## config.mk

```make
export PLATFORM = sky130hd
export DESIGN_NAME = pc_seq_ctrl
export DESIGN_NICKNAME = d
export VERILOG_FILES = /design/src/rtl/pc_seq_ctrl.sv
export SDC_FILE = /design/constraint.sdc
export NUM_CORES = 1
export LEC_CHECK = 0
export ABC_AREA = 1
export CAP_MARGIN = 5
export CORE_ASPECT_RATIO = 0.9
export CORE_MARGIN = 2
export CORE_UTILIZATION = 40
export CTS_CLUSTER_SIZE = 14
export DETAILED_ROUTE_END_ITERATION = 10
export HOLD_SLACK_MARGIN = 0.08
export PLACE_DENSITY = 0.71
export SLEW_MARGIN = 20
export SYNTH_ARGS = -nofsm -noshare
export SYNTH_HDL_FRONTEND = slang
export SYNTH_SLANG_ARGS = --single-unit
```

## constraint.sdc

```tcl
create_clock -name clk -period 1.75 [get_ports clk]
set_input_delay 0.175 -clock clk [delete_from_list [all_inputs] [get_ports clk]]
set_output_delay 0.175 -clock clk [all_outputs]
set_load 0.03 [all_outputs]
```

## src/rtl/pc_seq_ctrl.sv

```systemverilog
// pc_seq_ctrl
// Multi-cycle instruction sequencer for the KGP-RISC core. Steps each
// instruction through FETCH -> DECODE -> EXEC -> WB, owns the program
// counter, drives the next-PC mux select and counts retired instructions.
//
// Ports
//   clk, rst        : clock; synchronous active-high reset
//   start           : leave IDLE and begin fetching
//   imem_req/ack    : instruction-memory fetch handshake (FETCH only)
//   halt_in         : HALT opcode, sampled in DECODE
//   stall           : hold EXEC for multi-cycle operations
//   branch_taken/
//   branch_target   : branch decision and destination, sampled in EXEC
//   pc              : registered program counter (doubles as fetch address)
//   pc_sel          : next-PC mux select, 0 = PC+1, 1 = latched target
//   ir_load, reg_we : single-cycle IR load / register-file write enables
//   state           : current FSM encoding
//   halted          : core is in the terminal HALT state
//   retired         : saturating retired-instruction count
module pc_seq_ctrl #(
  parameter int                ADDR_W   = 10,
  parameter logic [ADDR_W-1:0] RESET_PC = '0,
  parameter int                CNT_W    = 16
) (
  input  logic              clk,
  input  logic              rst,
  input  logic              start,
  output logic              imem_req,
  input  logic              imem_ack,
  input  logic              halt_in,
  input  logic              stall,
  input  logic              branch_taken,
  input  logic [ADDR_W-1:0] branch_target,
  output logic [ADDR_W-1:0] pc,
  output logic              pc_sel,
  output logic              ir_load,
  output logic              reg_we,
  output logic [2:0]        state,
  output logic              halted,
  output logic [CNT_W-1:0]  retired
);

  typedef enum logic [2:0] {
    S_IDLE   = 3'd0,
    S_FETCH  = 3'd1,
    S_DECODE = 3'd2,
    S_EXEC   = 3'd3,
    S_WB     = 3'd4,
    S_HALT   = 3'd5
  } state_e;

  localparam logic [CNT_W-1:0] CNT_MAX = {CNT_W{1'b1}};

  state_e              state_q, state_d;
  logic [ADDR_W-1:0]   pc_q, pc_d;
  logic [CNT_W-1:0]    retired_q, retired_d;
  logic                br_q, br_d;
  logic [ADDR_W-1:0]   tgt_q, tgt_d;

  always_ff @(posedge clk) begin
    if (rst) begin
      state_q   <= S_IDLE;
      pc_q      <= RESET_PC;
      retired_q <= '0;
      br_q      <= 1'b0;
      tgt_q     <= '0;
    end else begin
      state_q   <= state_d;
      pc_q      <= pc_d;
      retired_q <= retired_d;
      br_q      <= br_d;
      tgt_q     <= tgt_d;
    end
  end

  always_comb begin
    state_d   = state_q;
    pc_d      = pc_q;
    retired_d = retired_q;
    br_d      = br_q;
    tgt_d     = tgt_q;
    imem_req  = 1'b0;
    ir_load   = 1'b0;
    reg_we    = 1'b0;
    pc_sel    = 1'b0;
    halted    = 1'b0;

    case (state_q)
      S_IDLE: begin
        if (start) state_d = S_FETCH;
      end

      // Request is held for as long as memory takes; no timeout.
      S_FETCH: begin
        imem_req = 1'b1;
        if (imem_ack) begin
          ir_load = 1'b1;
          state_d = S_DECODE;
        end
      end

      S_DECODE: begin
        state_d = halt_in ? S_HALT : S_EXEC;
      end

      // Branch inputs are only trusted on the cycle the stall drops, so
      // values wiggling during a multi-cycle op are never latched.
      S_EXEC: begin
        if (!stall) begin
          br_d    = branch_taken;
          tgt_d   = branch_target;
          state_d = S_WB;
        end
      end

      // PC update happens at the closing WB edge so pc stays stable as the
      // fetch address for the whole following FETCH.
      S_WB: begin
        reg_we  = 1'b1;
        pc_sel  = br_q;
        pc_d    = br_q ? tgt_q : pc_q + ADDR_W'(1);
        if (retired_q != CNT_MAX) retired_d = retired_q + CNT_W'(1);
        state_d = S_FETCH;
      end

      // Terminal until reset; start is ignored.
      S_HALT: begin
        halted = 1'b1;
      end

      default: begin
        state_d = S_IDLE;
      end
    endcase
  end

  assign pc      = pc_q;
  assign state   = state_q;
  assign retired = retired_q;

endmodule

```

== After elaboration in Yosys (flattened, before gate mapping) ==
Index checks and enable logic that the tools add are counted.
Widths: inputs -> output; s select.
Word-level totals
  output and inout bits: 34
  flip-flop bits (word level): 40
  logic and storage cells: 34
Operators by class
  bitwise operators: 2
  reduce and logical (&&, ||, !) cells: 4
  muxes and demuxes: 12
  $add $sub $neg: 2
  equality and inequality tests: 9
Operators by type and width (number)
  $pmux 3 s6: 1
  $add 16x1->16 const B: 1
  $ne 16x16->1 const B: 1
  $mux 3: 4
  $add 10x1->10 const B: 1
  $mux 10: 1
  $eq 3x2->1 const B: 2
  $eq 3x3->1 const B: 2
  $mux 1: 6
  $ne 2x2->1 const B: 3
  $reduce_and 2->1: 2
  $reduce_and 4->1: 1
  $eq 3x1->1 const B: 1
  $logic_not 3->1: 1
  $not 1->1: 2

== Depth between registers and ports, before layout ==
Gate-level depths: netlist of the first run.
  word-level depth: 3
  depth in mapped cells: 10

== Least setup slack after synthesis of the first run ==
No wires, ideal clock.
  kind: reg2reg
  from: reg state_q[2], in the netlist state[2]
  to: reg state_q[2], in the netlist state[2]
  slack: -135 ps
  path buffers: 1
  cell stages (with the launch flop): 8
  period minus slack after synthesis: 1885 ps
  arrival time: 1773 ps
  data required time: 1638 ps
  setup time: 112 ps
  path through: dfxtp_1 buf_2 nor3_1 nand2_1 nand3_1 a21oi_1 nor2_1 nor2_1
Between the ends
  cells in the longest elaborated chain, start to end: 3
  elaborated cells on any way between the ends: 12
  those cells by class: 8 x eq/ne; 1 x mux; 1 x bitwise; 2 x reduce/logical
RTL lines
  start, declared: line 54  | state_e state_q, state_d;
  start signal, assigned: line 68  | state_q <= state_d;
  $eq 3x2->1, or another cell as far along: line 88  | case (state_q)
  $ne 2x2->1 (no line) / $not 1->1 (equally long branches)
  $reduce_and 4->1 (no line)
Parallel ways exist; a longest one is shown, timed or not.
A chain may end at the register's enable or synchronous reset.

== Final worst setup path of the first run ==
  from: reg state_q[1], in the netlist state[1]
  to: out reg_we
Between the ends
  cells in the longest elaborated chain, start to end: 2
RTL lines
  $eq 3x3->1: line 88
  $mux 1: line 88
  end, declared: line 37  | output logic reg_we,
No other way between the ends.

==> impl_metrics.csv, run 1 <==
group,metric,value,unit
drt,detail_route.wl_per_cell,11.4,microns
timing,hold_viol,0,
timing,timing.clock.skew,0.00230,ns
worst_setup_path,crit_path_max_incr_delay,0.40,ns
layout,post_route_cells_drive_above_1_share,9.47,%
power,power.leakage,1.09,nW
timing,slew_violations,0,
yosys,yosysSeqAreaShare,37.3,%
timing,fin_setup_tns,0,ns
worst_setup_path,timing.rr.start,"retired[0]$_SDFFE_PP0P_",
layout,num_antenna_cells,0,
timing,grt_setup_unrepaired,"yes",
worst_hold_path,hold_path.class,"in -> reg",
worst_setup_path,required,1.57,ns
yosys,ys_top_cells_by_area,"sky130_fd_sc_hd__dfxtp_1 (37%), sky130_fd_sc_hd__nand2_1 (16%), sky130_fd_sc_hd__nor2_1 (9.5%), sky130_fd_sc_hd__a21oi_1 (5.6%), sky130_fd_sc_hd__nand3_1 (4.2%)",
placed_design,buffer_ports.inserted,50,
timing,max_slew_margin,64.8,%
worst_hold_path,min_from,"branch_target[0]",
drt,routed_via_density,4.87,
yosys,synth.distinct_cells,31,
job,drv.max_cap_violation_count,0,
die,design.die.area,5960,sq um
power,power.density_cell_area,876,nW/um^2
global_route,grt_start_max_net_pins,22,
layout,seqCellArea,805,sq um
die,starting_utilization_of_the_core_area,41.1,%
timing,maxClockFrequency,600,MHz
timing,finalCritPeriodShare,95.2,%
global_route,globalRouteTotalUtil,18.8,%
cts,tritoncts,"yes",
worst_setup_path,worst-endpoint-arrival,1.49,ns
placed_design,gpl.final_weighted_congestion,0.861,
worst_setup_path,startpoint,"state[1]$_SDFFE_PP0P_",
drt,route.detailed.drc,0,
yosys,post-synth-top-count-cell,"sky130_fd_sc_hd__nand2_1",
timing,timing.final.crit_period,1.67,ns
timing,worst-slew-pin-transition,0.527,ns
worst_setup_path,timing.critical_path.cells,"nor2_2 > nand2_4 > inv_1 > buf_4",
die,number_of_core_rows,25,
yosys,yosys_most_used_dff,"sky130_fd_sc_hd__dfxtp_1",
die,die-width,81.2,microns
yosys,netlist.top_cell.by_area,"sky130_fd_sc_hd__dfxtp_1",
die,die-height,73.5,microns
worst_setup_path,startpoint_class_of_the_critical_path,"register",
cts,clock_path_buffers,2,
cts,tritoncts.num_buffers,5,
global_route,grt_first_pass_wirelength,8.79,mm
drt,via_total_after_detailed_routing,2178,
power,peakVddDrop,0.000485,V
layout,design.final.nets,398,
die,io_pins,51,
worst_setup_path,reg2regPathDepth,9,
global_route,overflow_left_after_global_routing,0,
power,netSwitchingFraction,36.2,%
layout,multiInputGateArea,1200,sq um
cts,htreeDepth,2,
yosys,synth_edf_count,0,
yosys,post_synth_instance_area,2140,sq um
worst_hold_path,hold_path_depth,3,
power,internal_power,0.00158,W
yosys,gate_count_post_synth,324,
cts,clk_transition_reported_paths,0.08,ns
yosys,yosysTopAreaCellShare,37.3,%
power,total_switching_power,0.000898,W
die,placeableCoreArea,5220,sq um
yosys,netlist_top_cells_count,"sky130_fd_sc_hd__nand2_1 (91), sky130_fd_sc_hd__nor2_1 (54), sky130_fd_sc_hd__dfxtp_1 (40)",
yosys,synth_nets,343,
drt,initialDrtViolationCount,101,
placed_design,detailedPlacementHpwl,3.71,mm
yosys,ys_async_sr_fraction,0,%
global_route,first_global_vias,1956,
power,power.clock.fraction,26.0,%
yosys,synth_area_per_cell,6.62,sq um
yosys,synth_seq_cells,40,
global_route,antenna_violations_before_repair,0,
status,run_status,"finished, final reports clean",
drt,ant_nets,0,
drt,routed_wl,5.11,mm
cts,clock-sinks,40,
worst_setup_path,worstSetupEndpointType,"output port",
cts,later_pin_clock_latency_in_the_skew_report,0.29,ns
timing,worst_hold_slack_after_final_layout,0.459,ns
power,power.share.sequential,43.4,%
cts,root_buffer,"sky130_fd_sc_hd__clkbuf_8",
power,power.combinational.fraction,30.5,%
worst_setup_path,critPathMaxFanout,13,
layout,final.fill_count,527,
worst_setup_path,cp_slowest_cell,"sky130_fd_sc_hd__dfxtp_1",
drt,detailedRoute.firstPassIterationCount,4,
worst_setup_path,path_class,"reg -> out",
yosys,ys.warnings.count,0,
cts,cts_post_setup_buffers_inserted,0,
layout,area_delta_synth_final,31.9,%
timing,finalSetupViolCount,0,
[sequential cells by signal, summed over array words and instances, names as in the netlist]
name / count
pc: 10
retired: 16
br_q: 1
tgt_q: 10
state: 3
[cells in the final DEF, fill, tap and decap left out, types with 3 or more instances in the layout]
cell type	Yosys	routed
sky130_fd_sc_hd__a21oi_1	24	24
sky130_fd_sc_hd__buf_4	1	8
sky130_fd_sc_hd__clkbuf_8	0	6
sky130_fd_sc_hd__clkdlybuf4s50_1	0	43
sky130_fd_sc_hd__dfxtp_1	40	37
sky130_fd_sc_hd__dfxtp_2	0	3
sky130_fd_sc_hd__dlygate4sd2_1	0	3
sky130_fd_sc_hd__inv_1	22	22
sky130_fd_sc_hd__inv_2	4	4
sky130_fd_sc_hd__nand2_1	91	91
sky130_fd_sc_hd__nand3_1	18	18
sky130_fd_sc_hd__nand3b_1	5	5
sky130_fd_sc_hd__nand4_1	5	5
sky130_fd_sc_hd__nor2_1	54	54
sky130_fd_sc_hd__nor2_2	4	3
sky130_fd_sc_hd__nor2_4	3	4
sky130_fd_sc_hd__o21a_1	3	3
sky130_fd_sc_hd__o21ai_0	17	17
sky130_fd_sc_hd__xor2_1	6	6
[routing by layer]
| layer | vias up | track usage, % | share of wire [%] |
|---|---|---|---|
| met1 | 965 | 25.0 | 47 |
| met5 | - | 0 | 0 |
| met2 | 60 | 30.0 | 45 |
| met3 | 4 | 4.79 | 6.9 |
| met4 | 0 | 5.65 | 0.57 |
| li1 | 1149 | - | - |
[critical path, delay by kind of cell, from the launching register on]
| kind | cells | cell delay (ns) |
|---|---|---|
| buf+inv | 2 | 0.41 |
| simple gates | 2 | 0.38 |
| flops | 1 | 0.40 |
[per-stage QoR]
stage / total power [W] / utilization, % / instances / cell area (sq um) / worst slack (ns)
after floorplan: 0.00160 / - / 324 / 2160 / 0.00368
after global placement: 0.00186 / 52.3 / 439 / 2730 / 0.0731
after detailed placement: 0.00187 / 52.3 / 439 / 2730 / 0.0342
after CTS: 0.00251 / 54.0 / 447 / 2820 / 0.0236
after global routing: 0.00262 / 54.2 / 447 / 2830 / -0.00272
final: 0.00248 / 54.2 / 447 / 2830 / 0.0844
[cells by family after synthesis]
kind of cell | Yosys count | share of synthesized area (%)
xor gates and xnor gates | 8 | 3.27
adders and majority gates | 2 | 1.17
buffers and inverters | 35 | 7.23
and+or+nand+nor | 189 | 38.4
AOI/OAI and AO/OA | 50 | 12.6
DFF | 40 | 37.3
[layout make-up]
cell class | instances | share of cell area, %
inverter | 27 | 3.67
multi-input combinational | 249 | 42.6
sequential | 40 | 28.4
timing repair buffer | 56 | 19.2
clock buffer | 8 | 3.18
tap | 67 | 2.96
[worst paths after layout]
path / end / slack (ns)
worst max-delay path: reg_we / 0.08
worst min-delay path: tgt_q[0]$_SDFFE_PP0P_ / 0.46
worst max register to register: retired[1]$_SDFFE_PP0P_ / 0.17
worst min register to register: tgt_q[9]$_SDFFE_PP0P_ / 0.47
[power by group through the flow]
stage	sequential, W	clock, W	combinational [W]
CTS	0.00108	0.000670	0.000763
finish	0.00108	0.000646	0.000756
global route	0.00109	0.000697	0.000828
detailed placement	0.00109	0	0.000774
global placement	0.00109	0	0.000768
floorplan	0.00115	0	0.000448
[what timing repair did]
action                                  4_1_cts  5_1_grt
hold buffers                                  0        0
endpoints found under the setup margin        4        3
gates resized for setup                       4        3
pin swaps                                     0        0
cloned                                        0        0
No activity file was read; power rests on OpenSTA's default activity.
==> run 2, diff against run 1 <==
- CELL_PAD_IN_SITES_DETAIL_PLACEMENT: unset -> 0
- CELL_PAD_IN_SITES_GLOBAL_PLACEMENT: unset -> 1
- CORE_UTILIZATION: 40 -> 34
- PLACE_DENSITY: 0.71 -> 0.83
==> run 2 against run 1 <==
Effect of this change: clock skew rose by 0.0034 ns; register-to-register slack about the same; flip-flop and latch count unchanged; clock power grew 27%; first-iteration DRC count shrank 30%; cell count rose by 4.3%; sequential power about the same; hold slack lost 0.0094 ns.
==> impl_metrics.csv, run 2 (synthesized netlist as in run 1, its figures left out) <==
group,metric,value,unit
power,finalPower,0.00268,W
worst_setup_path,worst-endpoint-arrival,1.52,ns
timing,slew_violations,0,
drt,routed_wl,5.16,mm
cts,htreeDepth,2,
cts,cts-resized-gates,5,
timing,worst_hold_slack_after_final_layout,0.449,ns
cts,later_pin_clock_latency_in_the_skew_report,0.30,ns
power,power.density_cell_area,926,nW/um^2
cts,root_buffer,"sky130_fd_sc_hd__clkbuf_8",
worst_setup_path,path_class,"reg -> out",
cts,clock-sinks,40,
timing,timing.final.crit_period,1.69,ns
worst_setup_path,reg2regPathDepth,9,
timing,grt_setup_unrepaired,"yes",
timing,timing.clock.skew,0.00566,ns
global_route,grt_most_used_layer,"met2",
worst_hold_path,hold_end,"tgt_q[1]$_SDFFE_PP0P_",
worst_setup_path,crit-reg2reg-capture,"retired[15]$_SDFFE_PP0P_",
drt,via_total_after_detailed_routing,2148,
placed_design,placed_cells_incl_taps,458,
global_route,grt_first_pass_wirelength,8.76,mm
timing,finalCritPeriodShare,96.6,%
global_route,antenna_violations_before_repair,0,
layout,final.fill_count,626,
worst_hold_path,hold_path.class,"in -> reg",
die,design.die.area,6960,sq um
power,power.leakage,1.06,nW
worst_setup_path,worst-r2r-setup-slack,0.16,ns
layout,design.final.nets,397,
layout,finish.cell_count_without_fillers,466,
layout,mostFrequentLayoutCell,"sky130_fd_sc_hd__nand2_1",
global_route,globalRouteTotalUtil,16.0,%
die,die-height,79.3,microns
worst_hold_path,min_from,"branch_target[1]",
die,placeableCoreArea,6110,sq um
cts,tritoncts,"yes",
timing,hold_viol,0,
global_route,grt_use_met3,3.22,%
die,io_pins,51,
drt,route.detailed.drc,0,
job,drv.max_cap_violation_count,0,
layout,num_antenna_cells,0,
global_route,grt_use_met2,26.7,%
die,die-width,87.7,microns
drt,detailedRoute.firstPassIterationCount,4,
global_route,first_global_vias,1929,
placed_design,buffer_ports.inserted,50,
worst_setup_path,worstSetupEndpointType,"output port",
drt,ant_nets,0,
status,run_status,"finished, final reports clean",
drt,initialDrtViolationCount,71,
worst_setup_path,startpoint_class_of_the_critical_path,"register",
timing,maxClockFrequency,591,MHz
layout,area_delta_synth_final,34.9,%
layout,mostFrequentLayoutCells,"sky130_fd_sc_hd__nand2_1 (91), sky130_fd_sc_hd__nor2_1 (54), sky130_fd_sc_hd__clkdlybuf4s50_1 (45)",
timing,worst-slew-pin-transition,0.400,ns
cts,cts_post_setup_buffers_inserted,0,
layout,largest_reg_flops,16,
die,number_of_core_rows,27,
layout,post_route_cells_drive_above_1_share,10.6,%
timing,max_slew_margin,73.2,%
worst_hold_path,hold_path_depth,3,
cts,clk_transition_reported_paths,0.08,ns
worst_setup_path,timing.rr.start,"retired[0]$_SDFFE_PP0P_",
global_route,grt.met1_usage,20.7,%
cts,tritoncts.num_buffers,5,
placed_design,gpl.final_weighted_congestion,0.800,
cts,hold_buffers,0,
worst_setup_path,required,1.57,ns
drt,routed_via_density,4.61,
placed_design,detailedPlacementHpwl,3.89,mm
timing,finalSetupViolCount,0,
cts,clock_path_buffers,2,
global_route,overflow_left_after_global_routing,0,
drt,detail_route.wl_per_cell,11.1,microns
global_route,grt_start_max_net_pins,22,
power,peakVddDrop,0.000546,V
worst_setup_path,critPathMaxFanout,13,
die,starting_utilization_of_the_core_area,35.1,%
[run 2: layer usage]
layer  vias up  wire (microns)
met5         -               0
met3         7             204
li1       1150               -
met1       947            2440
met2        44            2450
met4         0              62
[run 2: report_power, final]
group | switching [W] | internal [W] | total (W)
Combinational | 0.000483 | 0.000292 | 0.000776
Sequential | 0.000103 | 0.000980 | 0.00108
Clock | 0.000353 | 0.000467 | 0.000820
Total | 0.000939 | 0.00174 | 0.00268
[run 2: per-stage QoR]
stage | setup WS [ns] | instance area (sq um) | util [%] | TNS, ns
floorplan | 0.00368 | 2160 | - | 0
global placement | 0.0671 | 2760 | 45.2 | 0
detailed placement | 0.0580 | 2760 | 45.2 | 0
CTS | 0.0327 | 2890 | 47.2 | 0
global route | -0.0322 | 2890 | 47.3 | -0.0322
finish | 0.0587 | 2890 | 47.3 | 0
[run 2: cell type report]
class	instances	area, sq um	share of cell area [%]
inverter	27	108	3.72
tap	87	109	3.76
clock buffer	6	82.6	2.85
sequential	40	806	27.9
multi-input combinational	249	1210	41.7
clock inverter	2	38.8	1.34
timing repair buffer	55	542	18.7
[run 2: worst max path at each step]
stage / end / from / cells after the start / slack [ns]
after CTS: pc_sel / state[1]$_SDFFE_PP0P_ / 5 / 0.03
after global routing: pc_sel / state[0]$_SDFFE_PP0P_ / 5 / -0.03
after detailed placement: ir_load / imem_ack / 4 / 0.06
after floorplan: pc[5]$_SDFFE_PP0N_ / state[2]$_SDFFE_PP0P_ / 8 / 0.004
final: pc_sel / state[0]$_SDFFE_PP0P_ / 5 / 0.06
after global placement: ir_load / imem_ack / 4 / 0.07
[run 2: worst max-delay path: stages (launching register included)]
cell and delay (ns):
sky130_fd_sc_hd__dfxtp_1 0.37, sky130_fd_sc_hd__nor2_2 0.21, sky130_fd_sc_hd__nand2_4 0.17, sky130_fd_sc_hd__nor2_4 0.17, sky130_fd_sc_hd__buf_4 0.14, sky130_fd_sc_hd__buf_4 0.15
